--- src/rtl/p405s_icu_va_flash_seq_if.sv ---
// p405s_icu_va_flash_seq_if: ICU-control-side bundle for the valid-bit flash sequencer
interface p405s_icu_va_flash_seq_if #(
    parameter int NUM_ENTRIES = 8,
    parameter int IDX_W = 3
);
    logic                   vaWrCycle;
    logic [IDX_W-1:0]       vaWrIndex;
    logic                   vaWrData;
    logic                   wrFlash;
    logic [IDX_W-1:0]       vaRdIndex;
    logic                   vaRdValid;
    logic [NUM_ENTRIES-1:0] vaValid;
    logic [NUM_ENTRIES-1:0] vaE2;
    logic                   vaWrStall;
    logic                   flashBusy;
    logic                   flashDone;

    modport master (
        output vaWrCycle, vaWrIndex, vaWrData, wrFlash, vaRdIndex,
        input  vaRdValid, vaValid, vaE2, vaWrStall, flashBusy, flashDone
    );

    modport slave (
        input  vaWrCycle, vaWrIndex, vaWrData, wrFlash, vaRdIndex,
        output vaRdValid, vaValid, vaE2, vaWrStall, flashBusy, flashDone
    );
endinterface

--- src/rtl/p405s_icu_va_flash_seq.sv ---
// p405s_icu_va_flash_seq: I-cache valid-bit array with per-entry writes and single-cycle or banked flash invalidate
module p405s_icu_va_flash_seq #(
    parameter int NUM_ENTRIES = 8,
    parameter int IDX_W = 3,
    parameter int BANK_SIZE = 4,
    parameter bit FLASH_MODE = 1'b1
) (
    input logic CB,
    input logic resetN,
    p405s_icu_va_flash_seq_if.slave va
);
    localparam int NUM_BANKS = NUM_ENTRIES / BANK_SIZE;
    localparam int BANK_W = NUM_BANKS > 1 ? $clog2(NUM_BANKS) : 1;
    localparam logic [NUM_ENTRIES-1:0] BANK0 = {NUM_ENTRIES{1'b1}} >> (NUM_ENTRIES - BANK_SIZE);

    typedef enum logic [1:0] {IDLE, SWEEP, DONE} state_t;

    state_t                 state;
    logic                   pending;
    logic [BANK_W-1:0]      bank;
    logic [NUM_ENTRIES-1:0] valid;
    logic [NUM_ENTRIES-1:0] e2;
    logic                   busy;
    logic                   done;
    logic                   wr_go;
    logic                   last_bank;
    logic [NUM_ENTRIES-1:0] next_mask;

    // bank 0 is cleared on the edge that enters SWEEP, so each SWEEP cycle shows its own bank on vaE2
    assign next_mask = BANK0 << (BANK_SIZE * (int'(bank) + 1));
    assign last_bank = bank == BANK_W'(NUM_BANKS - 1);
    assign va.vaWrStall = va.vaWrCycle & (va.wrFlash | busy | state == DONE);
    assign wr_go = va.vaWrCycle & ~va.vaWrStall;
    assign va.vaRdValid = valid[va.vaRdIndex] & ~busy;
    assign va.vaValid = valid;
    assign va.vaE2 = e2;
    assign va.flashBusy = busy;
    assign va.flashDone = done;

    // flash sequencer and valid array; vaE2 and flashDone default to zero every cycle
    always_ff @(posedge CB or negedge resetN) begin
        if (!resetN) begin
            state   <= IDLE;
            pending <= 1'b0;
            bank    <= '0;
            valid   <= '0;
            e2      <= '0;
            busy    <= 1'b0;
            done    <= 1'b0;
        end else begin
            e2   <= '0;
            done <= 1'b0;
            case (state)
                IDLE: begin
                    if (va.wrFlash) begin
                        if (FLASH_MODE) begin
                            state <= SWEEP;
                            busy  <= 1'b1;
                            bank  <= '0;
                            valid <= valid & ~BANK0;
                            e2    <= BANK0;
                        end else begin
                            state <= DONE;
                            valid <= '0;
                            e2    <= '1;
                        end
                    end else if (wr_go) begin
                        valid[va.vaWrIndex] <= va.vaWrData;
                        e2[va.vaWrIndex]    <= 1'b1;
                    end
                end
                SWEEP: begin
                    pending <= pending | va.wrFlash;
                    if (last_bank) begin
                        state <= DONE;
                        busy  <= 1'b0;
                        done  <= 1'b1;
                        bank  <= '0;
                    end else begin
                        bank  <= bank + 1'b1;
                        valid <= valid & ~next_mask;
                        e2    <= next_mask;
                    end
                end
                DONE: begin
                    if (!FLASH_MODE) done <= 1'b1;
                    if (pending | va.wrFlash) begin
                        pending <= 1'b0;
                        if (FLASH_MODE) begin
                            state <= SWEEP;
                            busy  <= 1'b1;
                            bank  <= '0;
                            valid <= valid & ~BANK0;
                            e2    <= BANK0;
                        end else begin
                            valid <= '0;
                            e2    <= '1;
                        end
                    end else begin
                        state <= IDLE;
                    end
                end
                default: state <= IDLE;
            endcase
        end
    end
endmodule

--- src/flat_wrapper.sv ---
// flat-port wrapper written by rule: the top's interface ports become plain ports
module p405s_icu_va_flash_seq_flat 
#(
    parameter int NUM_ENTRIES = 8,
    parameter int IDX_W = 3,
    parameter int BANK_SIZE = 4,
    parameter bit FLASH_MODE = 1'b1
)
  (CB, resetN, va_vaWrCycle, va_vaWrIndex, va_vaWrData, va_wrFlash, va_vaRdIndex, va_vaRdValid, va_vaValid, va_vaE2, va_vaWrStall, va_flashBusy, va_flashDone);
  p405s_icu_va_flash_seq_if #(.NUM_ENTRIES(NUM_ENTRIES), .IDX_W(IDX_W)) va_i ();
  input logic CB;
  input logic resetN;
  input wire logic [$bits(va_i.vaWrCycle)-1:0] va_vaWrCycle;
  input wire logic [$bits(va_i.vaWrIndex)-1:0] va_vaWrIndex;
  input wire logic [$bits(va_i.vaWrData)-1:0] va_vaWrData;
  input wire logic [$bits(va_i.wrFlash)-1:0] va_wrFlash;
  input wire logic [$bits(va_i.vaRdIndex)-1:0] va_vaRdIndex;
  output wire logic [$bits(va_i.vaRdValid)-1:0] va_vaRdValid;
  output wire logic [$bits(va_i.vaValid)-1:0] va_vaValid;
  output wire logic [$bits(va_i.vaE2)-1:0] va_vaE2;
  output wire logic [$bits(va_i.vaWrStall)-1:0] va_vaWrStall;
  output wire logic [$bits(va_i.flashBusy)-1:0] va_flashBusy;
  output wire logic [$bits(va_i.flashDone)-1:0] va_flashDone;
  assign va_i.vaWrCycle = va_vaWrCycle;
  assign va_i.vaWrIndex = va_vaWrIndex;
  assign va_i.vaWrData = va_vaWrData;
  assign va_i.wrFlash = va_wrFlash;
  assign va_i.vaRdIndex = va_vaRdIndex;
  assign va_vaRdValid = va_i.vaRdValid;
  assign va_vaValid = va_i.vaValid;
  assign va_vaE2 = va_i.vaE2;
  assign va_vaWrStall = va_i.vaWrStall;
  assign va_flashBusy = va_i.flashBusy;
  assign va_flashDone = va_i.flashDone;
  p405s_icu_va_flash_seq #(.NUM_ENTRIES(NUM_ENTRIES), .IDX_W(IDX_W), .BANK_SIZE(BANK_SIZE), .FLASH_MODE(FLASH_MODE)) u_core (.CB(CB), .resetN(resetN), .va(va_i));
endmodule
--- config.mk ---
export PLATFORM = sky130hd
export DESIGN_NAME = p405s_icu_va_flash_seq_flat
export DESIGN_NICKNAME = d
export VERILOG_FILES = /design/src/rtl/p405s_icu_va_flash_seq_if.sv /design/src/rtl/p405s_icu_va_flash_seq.sv /design/src/flat_wrapper.sv
export SDC_FILE = /design/constraint.sdc
export NUM_CORES = 1
export LEC_CHECK = 0
export CAP_MARGIN = 20
export CORE_AREA = 5 5 46 78
export DETAILED_ROUTE_END_ITERATION = 10
export DIE_AREA = 0 0 51 83
export MAX_ROUTING_LAYER = met4
export PLACE_DENSITY = 0.74
export REMOVE_ABC_BUFFERS = 1
export SYNTH_ARGS = -nofsm -noshare
export SYNTH_HDL_FRONTEND = slang
export SYNTH_SLANG_ARGS = --single-unit
--- constraint.sdc ---
create_clock -name CB -period 2.5 [get_ports CB]
set_clock_uncertainty 0.1 [all_clocks]
set_input_delay 0.375 -clock CB [delete_from_list [all_inputs] [get_ports CB]]
set_output_delay 0.375 -clock CB [all_outputs]
set_load 0.03 [all_outputs]
---- Yosys cells after proc, flatten, opt, wreduce, memory -nomap -nowiden ----
Index checks and enable logic that the tools add are counted.
word-level totals
  flip-flop bits (word level) ............. 22
  latch bits .............................. 0
  memory bits (writable) .................. 0
  bits in read-only memories .............. 0
  output and inout port bits .............. 20
  logic and storage cells ................. 75
  memories ................................ 0
cells by class
  add/sub/neg operators ................... 2
  $mul .................................... 0
  div/mod/pow operators ................... 0
  order comparisons ....................... 3
  equal/unequal tests ..................... 9
  shifts and indexed selects .............. 1
  multiplexer cells ....................... 30
  bitwise logic cells ..................... 11
  reductions and logical operators ........ 11
operators by type and width
  operator                                                number
  2-to-1 mux 8 bit                                        6
  case mux 8 bit (3 select lines)                         2
  << shifter 4 x 32 -> 8 bit (first input constant)       1
  2-to-1 mux 1 bit                                        11
  AND 8 bit                                               1
  bitwise mux 8 bit                                       1
  < comparator 3 x 4 -> 1 bit (second input constant)     2
  2-to-1 mux 4 bit                                        2
  inequality test 2 bit (second input constant)           4
  inverter 8 bit                                          1
  AND reduction 4 bit                                     2
  case mux 1 bit (3 select lines)                         2
  case mux 2 bit (3 select lines)                         1
  AND reduction 5 bit                                     1
  2-to-1 mux 2 bit                                        2
  inequality test 2 x 1 -> 1 bit (second input constant)  2
  AND reduction 2 bit                                     2
  nonzero test 2 bit                                      2
  AND 1 bit                                               3
  binary-select mux 1 bit (select 3 bit)                  1
  demux 1 bit (select 3 bit)                              1
  >= comparator 3 x 1 -> 1 bit (second input constant)    1
  inequality test 3 x 2 -> 1 bit (second input constant)  1
  inverter 1 bit                                          3
  other kinds (10)                                        12

---- Logic depth before layout (Yosys ltp) ----
Gate-level depths: netlist of the first run.
  word-level depth ........................ 8
  mapped depth ............................ 6
  depth with buffers taken out ............ 6

---- Least setup slack after synthesis of the first run ----
Ideal clock, no wire load.
  kind .................................... reg2reg
  start ................................... register u_core.state[0]
  end ..................................... register u_core.valid[0], in the netlist u_core.va.vaValid[0]
  arrival ................................. 1.846 ns
  data required time ...................... 2.277 ns
  setup slack ............................. 0.432 ns
  cell stages (with the launch flop) ...... 7
  path buffers ............................ 0
  period minus slack after synthesis ...... 2.068 ns
  path through ............................ dfrtp_1 -> inv_1 -> ha_1 -> or3b_2 -> a2111oi_4 -> nand2_1 -> o2bb2ai_1
on the way
  word-level cells in the longest chain between the ends .. 7
  elaborated cells on any way between the ends .. 13
RTL lines
  element                                   RTL line                                                    RTL
  start: declaration                        p405s_icu_va_flash_seq.sv:18                                state_t state;
  start signal: assignment                  p405s_icu_va_flash_seq.sv:43                                state <= IDLE;
  start signal: assignment                  p405s_icu_va_flash_seq.sv:57                                state <= SWEEP;
  start signal: assignment                  p405s_icu_va_flash_seq.sv:63                                state <= DONE;
  equality test 2 bit                       p405s_icu_va_flash_seq.sv:32, p405s_icu_va_flash_seq.sv:53
  OR 1 bit                                  p405s_icu_va_flash_seq.sv:32                                assign va.vaWrStall = va.vaWrCycle & (va.wrFlash | busy | state == DONE);
  AND 1 bit                                 p405s_icu_va_flash_seq.sv:32
  inverter 1 bit                            p405s_icu_va_flash_seq.sv:33                                assign wr_go = va.vaWrCycle & ~va.vaWrStall;
  AND 1 bit                                 p405s_icu_va_flash_seq.sv:33
  inequality test 3 x 2 -> 1 bit (no line)  n/a
  AND reduction 4 bit (no line)             n/a
  end signal: assignment                    p405s_icu_va_flash_seq.sv:60                                valid <= valid & ~BANK0;
  end signal: indexed assignment            p405s_icu_va_flash_seq.sv:68                                valid[va.vaWrIndex] <= va.vaWrData;
  end signal: assignment                    p405s_icu_va_flash_seq.sv:81                                valid <= valid & ~next_mask;
  end: declaration                          p405s_icu_va_flash_seq.sv:21                                logic [NUM_ENTRIES-1:0] valid;
Several ways; a longest one is shown, not always the timed one.
A chain may end at the register's enable or synchronous reset.

---- Final worst setup path of the first run ----
  start ................................... register u_core.state[0]
  end ..................................... register u_core.valid[1], in the netlist u_core.va.vaValid[1]
The elaborated chain is that of the path after synthesis.

==> run summary, run 1 <==
## Run status
- finished, final reports clean — status

## Global route
- 5.02 mm — first-pass GRT wire length
- 0 — GR Overflow Total
- 15.6% — Global Route Usage Sum
- 1,081 — number of global-route vias before repair
- 0 — number of antenna violations at the first check in global routing
- 23 — pin count of the biggest net entering global routing

## Power
- 0.682 nW — reported leakage power
- 0.000617 V — worst ir drop on vdd
- 33.2% — register share of total power
- 12.8% — fraction of power consumed by the clock network
- 1020 nW/µm² — power density over the cells
- 1.66 mW — total power after layout
- 0.947 mW — cell internal pwr
- 0.714 mW — reported net switching power
- 43.0% — switching power share of the total
- 53.9% — power share of the combinational group

## Worst setup path
- 0.50 ns — critical path's largest stage delay
- simple AND/OR/NAND/NOR gates — CP delay by family, top
- flop to flop — Crit Path Class
- 2.54 ns — worst endpoint required time
- or3b_2 — cell at the slowest stage of the critical path
- flop — Critical Path End Type
- 9 — peak fanout along the critical path
- 1 — Critical path buffers and inverters
- 2.34 ns — data arrival time at the worst-slack endpoint
- flop — element type at the critical path start
- inv_1, ha_1, or3b_2, a2111oi_4, nand2_1, o2bb2ai_1 — ordered list of cells on the worst path

## Layout
- 175 — nets
- 8.33% — fraction of final layout cells with drive strength greater than 1
- 0 — antenna diode count
- 30.7% — Layout Area Growth over Synthesis
- 1620 µm² — area of all placed cells without fillers
- 184 — filler-free cell count of the finished design
- 56.1% — final design utilization

## Clock network
- 3 — CTS buffer count
- 2 — maximum count of clock buffers along a single path
- 1 — cells resized by post-CTS repair
- 0 — post-CTS setup-driven buffer insertion count
- 0 — hold-fix buffer count after cts
- 22 — clock tree sinks
- yes — clock tree from TritonCTS
- clkbuf_8 — root buffer cell
- 0.26 ns — clock latency reported for the late side of the worst-skew pair
- 1 — number of levels in the clock H-tree
- 0.07 ns — Clk pin slew, worst setup/hold paths

## Detailed routing
- 2.88 mm — Total Wirelength
- met4 — max layer used
- 114 µm — Met3 Wirelength
- 1.08 mm — metal1 wirelength
- 5.65 — ratio of routed vias to standard cells
- 15.6 µm — final routed wire length divided by cell count
- 0 — number of nets with antenna violations after detailed routing
- 4 — number of iterations in the first detailed-routing pass
- 1,040 — total via count in the routed design
- 1.60 mm — total length of routed met2 wires
- 16 — drt first-iter violations
- 0 — Post-route DRC

## STA
- 0.204 ns — Worst Slack Setup Final
- 0 — final number of setup-violating endpoints
- 91.8% — part of the cycle the worst path needs
- no — RSZ-0062 raised after global routing
- 74.4% — slew margin rel.
- 0 ns — setup TNS
- 0.436 GHz — top achievable clock speed
- 0 — fin. max-slew vios
- 0.353 ns — worst hold slack
- 0.384 ns — slew at the pin closest to its max-slew limit
- 0 — number of endpoints with negative hold slack in the final report
- 2.30 ns — final worst path period need

## Logic synthesis
- 0 — count of flip-flops with a built-in enable after synthesis
- dfrtp_1 (44%), ha_1 (6.0%), o21ai_0 (5.2%) — ranking of synthesized cells by area
- 124 — synthesized instance count
- 44.4% — register area share after synthesis
- 29 — number of unique standard cell types used by synthesis
- dfrtp_1 — largest area contributor in the synthesized netlist
- 1240 µm² — Syn Std Cell Area
- 22 — Seq cells post-synth
- dfrtp_1 (22), o21ai_0 (13), nand2_1 (11) — top cells by count, synth
- 44.4% — fraction of post-synthesis cell area in the top cell type by area
- dfrtp_1 — most used flip-flop cell after synthesis
- 0 — Synthesis Warnings
- 10.0 µm² — average cell area after synthesis
- 100% — fraction of registers with async set/reset
- dfrtp_1 — cell with the most instances after synthesis

## Floorplanning
- 2900 µm² — total core area
- 83 µm — die span in y
- 26 — row count
- 31 — number of top-level design ports
- 51 µm — width of the die
- 42.9% — effective utilization at floorplan
- 4230 µm² — Die Area

## Placement
- 0.885 — RePlAce Congestion
- -0.201 ns — post-place setup slack
- 30 — number of input and output port buffers inserted
- 2.31 mm — DP Wirelength
- 1580 µm² — post-place instance area
- 181 — total instance count after detailed placement

## Hold path
- input pin to asynchronous set/reset pin — class of the tightest hold or removal check

## Flow run
- 0 — maximum capacitance violations

## logic make-up after synthesis
kind of cell	share of synthesized area [%]
DFF	44.4
muxes	7.66
buffers and inverters	2.72
and+or+nand+nor	19.1
AOI/OAI and AO/OA	20.2
adders and majority gates	6.05
## layer usage
layer / vias up / GRT usage [%]
met4: 0 / 7.11
met1: 490 / 17.6
met2: 32 / 26.8
li1: 511 / -
met5: - / -
met3: 7 / 1.79
## power groups by stage
stage / sequential (mW) / clock, mW / combinational [mW]
after floorplan: 0.706 / 0 / 0.423
after global placement: 0.554 / 0 / 0.890
after detailed placement: 0.559 / 0 / 0.906
after CTS: 0.553 / 0.222 / 0.907
after global routing: 0.571 / 0.238 / 0.975
final: 0.552 / 0.213 / 0.896
## layout make-up
type                    instances  area (µm²)
inverters                       5        18.8
repair buffers                 33         320
clock buffers                   3        41.3
multi-input cells              93         657
flip-flops and latches         22         551
fillers                       270        1270
well taps                      28        35.0
## worst register-to-register path, cell delays in order (launching register included)
cell and delay [ns]:
dfrtp_1 0.43, inv_1 0.10, ha_1 0.31, or3b_2 0.50, a2111oi_4 0.38, nand2_1 0.18, o2bb2ai_1 0.17
## state kept, by name, summed over array words and instances (netlist names)
name,flops
u_core.va.vaE2,8
u_core.va.vaValid,8
u_core.state,2
u_core.bank,1
u_core.pending,1
u_core.va.flashBusy,1
u_core.va.flashDone,1
## cell usage in the layout, fill, tap and decap left out, types with 2 or more instances in the layout
cell type and n:
nor2_1 6, mux4_2 2, inv_1 5, a21boi_0 2, o31ai_1 5, and2_1 6
o2bb2ai_1 4, a21oi_1 10, o21ai_0 13, dfrtp_1 22, nand2_1 11, mux2i_1 5
and3b_1 2, ha_1 6, nor3_1 3, buf_4 3, nand2b_1 4, clkbuf_8 3
nand3_1 3, clkdlybuf4s50_1 28
## final timing paths
path	end	cells after the start	start	slack [ns]
setup / recovery	u_core.va.vaValid[1]	6	u_core.state[0]	0.20
hold / removal	u_core.va.vaE2[5]	2	resetN	0.35
setup reg to reg	u_core.va.vaValid[1]	6	u_core.state[0]	0.20
hold reg to reg	u_core.va.vaValid[7]	2	u_core.va.vaValid[7]	0.43
max in group asynchronous	u_core.va.vaValid[5]	2	resetN	1.73
min in group CB	u_core.va.vaValid[7]	2	u_core.va.vaValid[7]	0.43
No activity file was read; power rests on OpenSTA's default activity.
==> run 2, diff against run 1 <==
--- a/config.mk
+++ b/config.mk
@@ -6,11 +6,11 @@
 export NUM_CORES = 1
 export LEC_CHECK = 0
 export CAP_MARGIN = 20
-export CORE_AREA = 5 5 46 78
+export CORE_AREA = 5 5 51 71
 export DETAILED_ROUTE_END_ITERATION = 10
-export DIE_AREA = 0 0 51 83
+export DIE_AREA = 0 0 56 76
 export MAX_ROUTING_LAYER = met4
-export PLACE_DENSITY = 0.74
+export PLACE_DENSITY = 0.73
 export REMOVE_ABC_BUFFERS = 1
 export SYNTH_ARGS = -nofsm -noshare
 export SYNTH_HDL_FRONTEND = slang
==> run summary, run 2 (same netlist as run 1, synthesis figures left out) <==
## Layout
- 174 — nets
- 195 — filler-free cell count of the finished design
- 266 — Fill cells
- 0 — antenna diode count
- 32.1% — Layout Area Growth over Synthesis
- 8.33% — fraction of final layout cells with drive strength greater than 1
- clkdlybuf4s50_1 — most frequent standard cell in the layout excluding fill and tap cells
- 55.1% — final design utilization
- 657 µm² — total area of multi-input combinational cells
- clkdlybuf4s50_1 (28), dfrtp_1 (22), o21ai_0 (13) — commonest non-fill, non-tap cells in the layout
- 551 µm² — register cell area after layout

## Placement
- 191 — total instance count after detailed placement
- -0.224 ns — post-place setup slack
- 30 — number of input and output port buffers inserted
- 2.35 mm — DP Wirelength
- 0.905 — RePlAce Congestion

## Worst setup path
- primary output — Critical Path End Type
- u_core.va.vaValid[2] — endpoint of the worst register-to-register path
- 6 — number of cells on the worst reg-to-reg path
- input pin — element type at the critical path start
- 2.03 ns — worst endpoint required time
- u_core.state[0] — launching point of the worst reg2reg path
- 2 — peak fanout along the critical path
- 1.84 ns — data arrival time at the worst-slack endpoint
- 0.24 ns — R2R Setup Slk
- input pin to primary output — Crit Path Class

## Floorplanning
- 41.8% — effective utilization at floorplan
- 2970 µm² — total core area
- 56 µm — width of the die
- 31 — number of top-level design ports
- 76 µm — die span in y
- 4260 µm² — Die Area
- 24 — row count

## Clock network
- 2 — maximum count of clock buffers along a single path
- 0.08 ns — Clk pin slew, worst setup/hold paths
- 22 — clock tree sinks
- 0 — post-CTS setup-driven buffer insertion count
- 3 — CTS buffer count
- clkbuf_8 — root buffer cell
- yes — clock tree from TritonCTS
- 1 — number of levels in the clock H-tree
- 0.26 ns — clock latency reported for the late side of the worst-skew pair

## Global route
- 4.86 mm — first-pass GRT wire length
- 1,052 — number of global-route vias before repair
- 23 — pin count of the biggest net entering global routing
- 0 — GR Overflow Total
- 0 — number of antenna violations at the first check in global routing
- 14.9% — Global Route Usage Sum

## STA
- 2.31 ns — final worst path period need
- no — RSZ-0062 raised after global routing
- 0 — final number of setup-violating endpoints
- 0 — number of endpoints with negative hold slack in the final report
- 92.6% — part of the cycle the worst path needs
- 0 ns — setup TNS
- 0.541 ns — slew at the pin closest to its max-slew limit
- 63.5% — slew margin rel.
- 0.186 ns — Worst Slack Setup Final
- 0.432 GHz — top achievable clock speed
- 0 — fin. max-slew vios

## Run status
- finished, final reports clean — status

## Detailed routing
- 15.0 µm — final routed wire length divided by cell count
- 5.35 — ratio of routed vias to standard cells
- 0 — number of nets with antenna violations after detailed routing
- 1,043 — total via count in the routed design
- 2.93 mm — Total Wirelength
- 24 — drt first-iter violations
- 4 — number of iterations in the first detailed-routing pass
- 0 — Post-route DRC

## Power
- 1.70 mW — total power after layout
- 0.676 nW — reported leakage power
- 0.000638 V — worst ir drop on vdd
- 1040 nW/µm² — power density over the cells

## Flow run
- 0 — maximum capacitance violations

## Hold path
- input pin to asynchronous set/reset pin — class of the tightest hold or removal check

[run 2: cell types whose count changed in the layout (fill, tap and decap cells not counted)]
cell / previous run / this run
buf_4: 3 / 2
clkbuf_8: 3 / 4
dlymetal6s2s_1: 1 / 0
dlygate4sd2_1: 0 / 1
[run 2: worst max path at each step]
stage	startpoint	end	slack [ns]	depth (start not counted)
2_1_floorplan	u_core.state[0]	u_core.va.vaValid[0]	0.43	6
3_3_place_gp	va_vaRdIndex[0]	va_vaRdValid	-0.20	5
3_5_place_dp	va_vaRdIndex[0]	va_vaRdValid	-0.22	5
4_1_cts	va_vaRdIndex[0]	va_vaRdValid	0.02	5
5_1_grt	va_vaRdIndex[0]	va_vaRdValid	0.11	5
6_report	va_vaRdIndex[0]	va_vaRdValid	0.19	5
[run 2: timing repair]
item	CTS	global route
gates resized for setup	2	2
setup endpoints to repair	2	1
hold buffers	0	0
pin swaps	0	0
[run 2: where the power goes]
part	total [mW]	switching (mW)	internal [mW]
Combinational	0.896	0.527	0.369
Clock	0.257	0.117	0.140
Sequential	0.551	0.0830	0.468
[run 2: cell type report]
cell class	count	area share (%)
Sequential cell	22	33.6
Timing Repair Buffer	32	18.9
Tap cell	39	2.98
Multi-Input combinational cell	93	40.1
Inverter	5	1.15
Clock buffer	4	3.36
[run 2: per-layer routing]
metal	GRT usage [%]	routed length [µm]	up-vias
met1	16.1	1170	495
met2	26.5	1570	26
met3	2.37	109	7
met5	-	0	-
met4	6.65	76	0
li1	-	-	515
[run 2: through the flow]
step | hold WS [ns] | cell area, µm²
finish | 0.349 | 1640
detailed placement | 0.426 | 1590
global placement | 0.429 | 1590
global route | 0.379 | 1640
floorplan | -0.0206 | 1230
CTS | 0.362 | 1640
[run 2: critical path: stages]
cell	delay [ns]
clkdlybuf4s50_1	0.52
mux4_2	0.50
mux2i_1	0.20
nor2_1	0.06
clkbuf_2	0.18
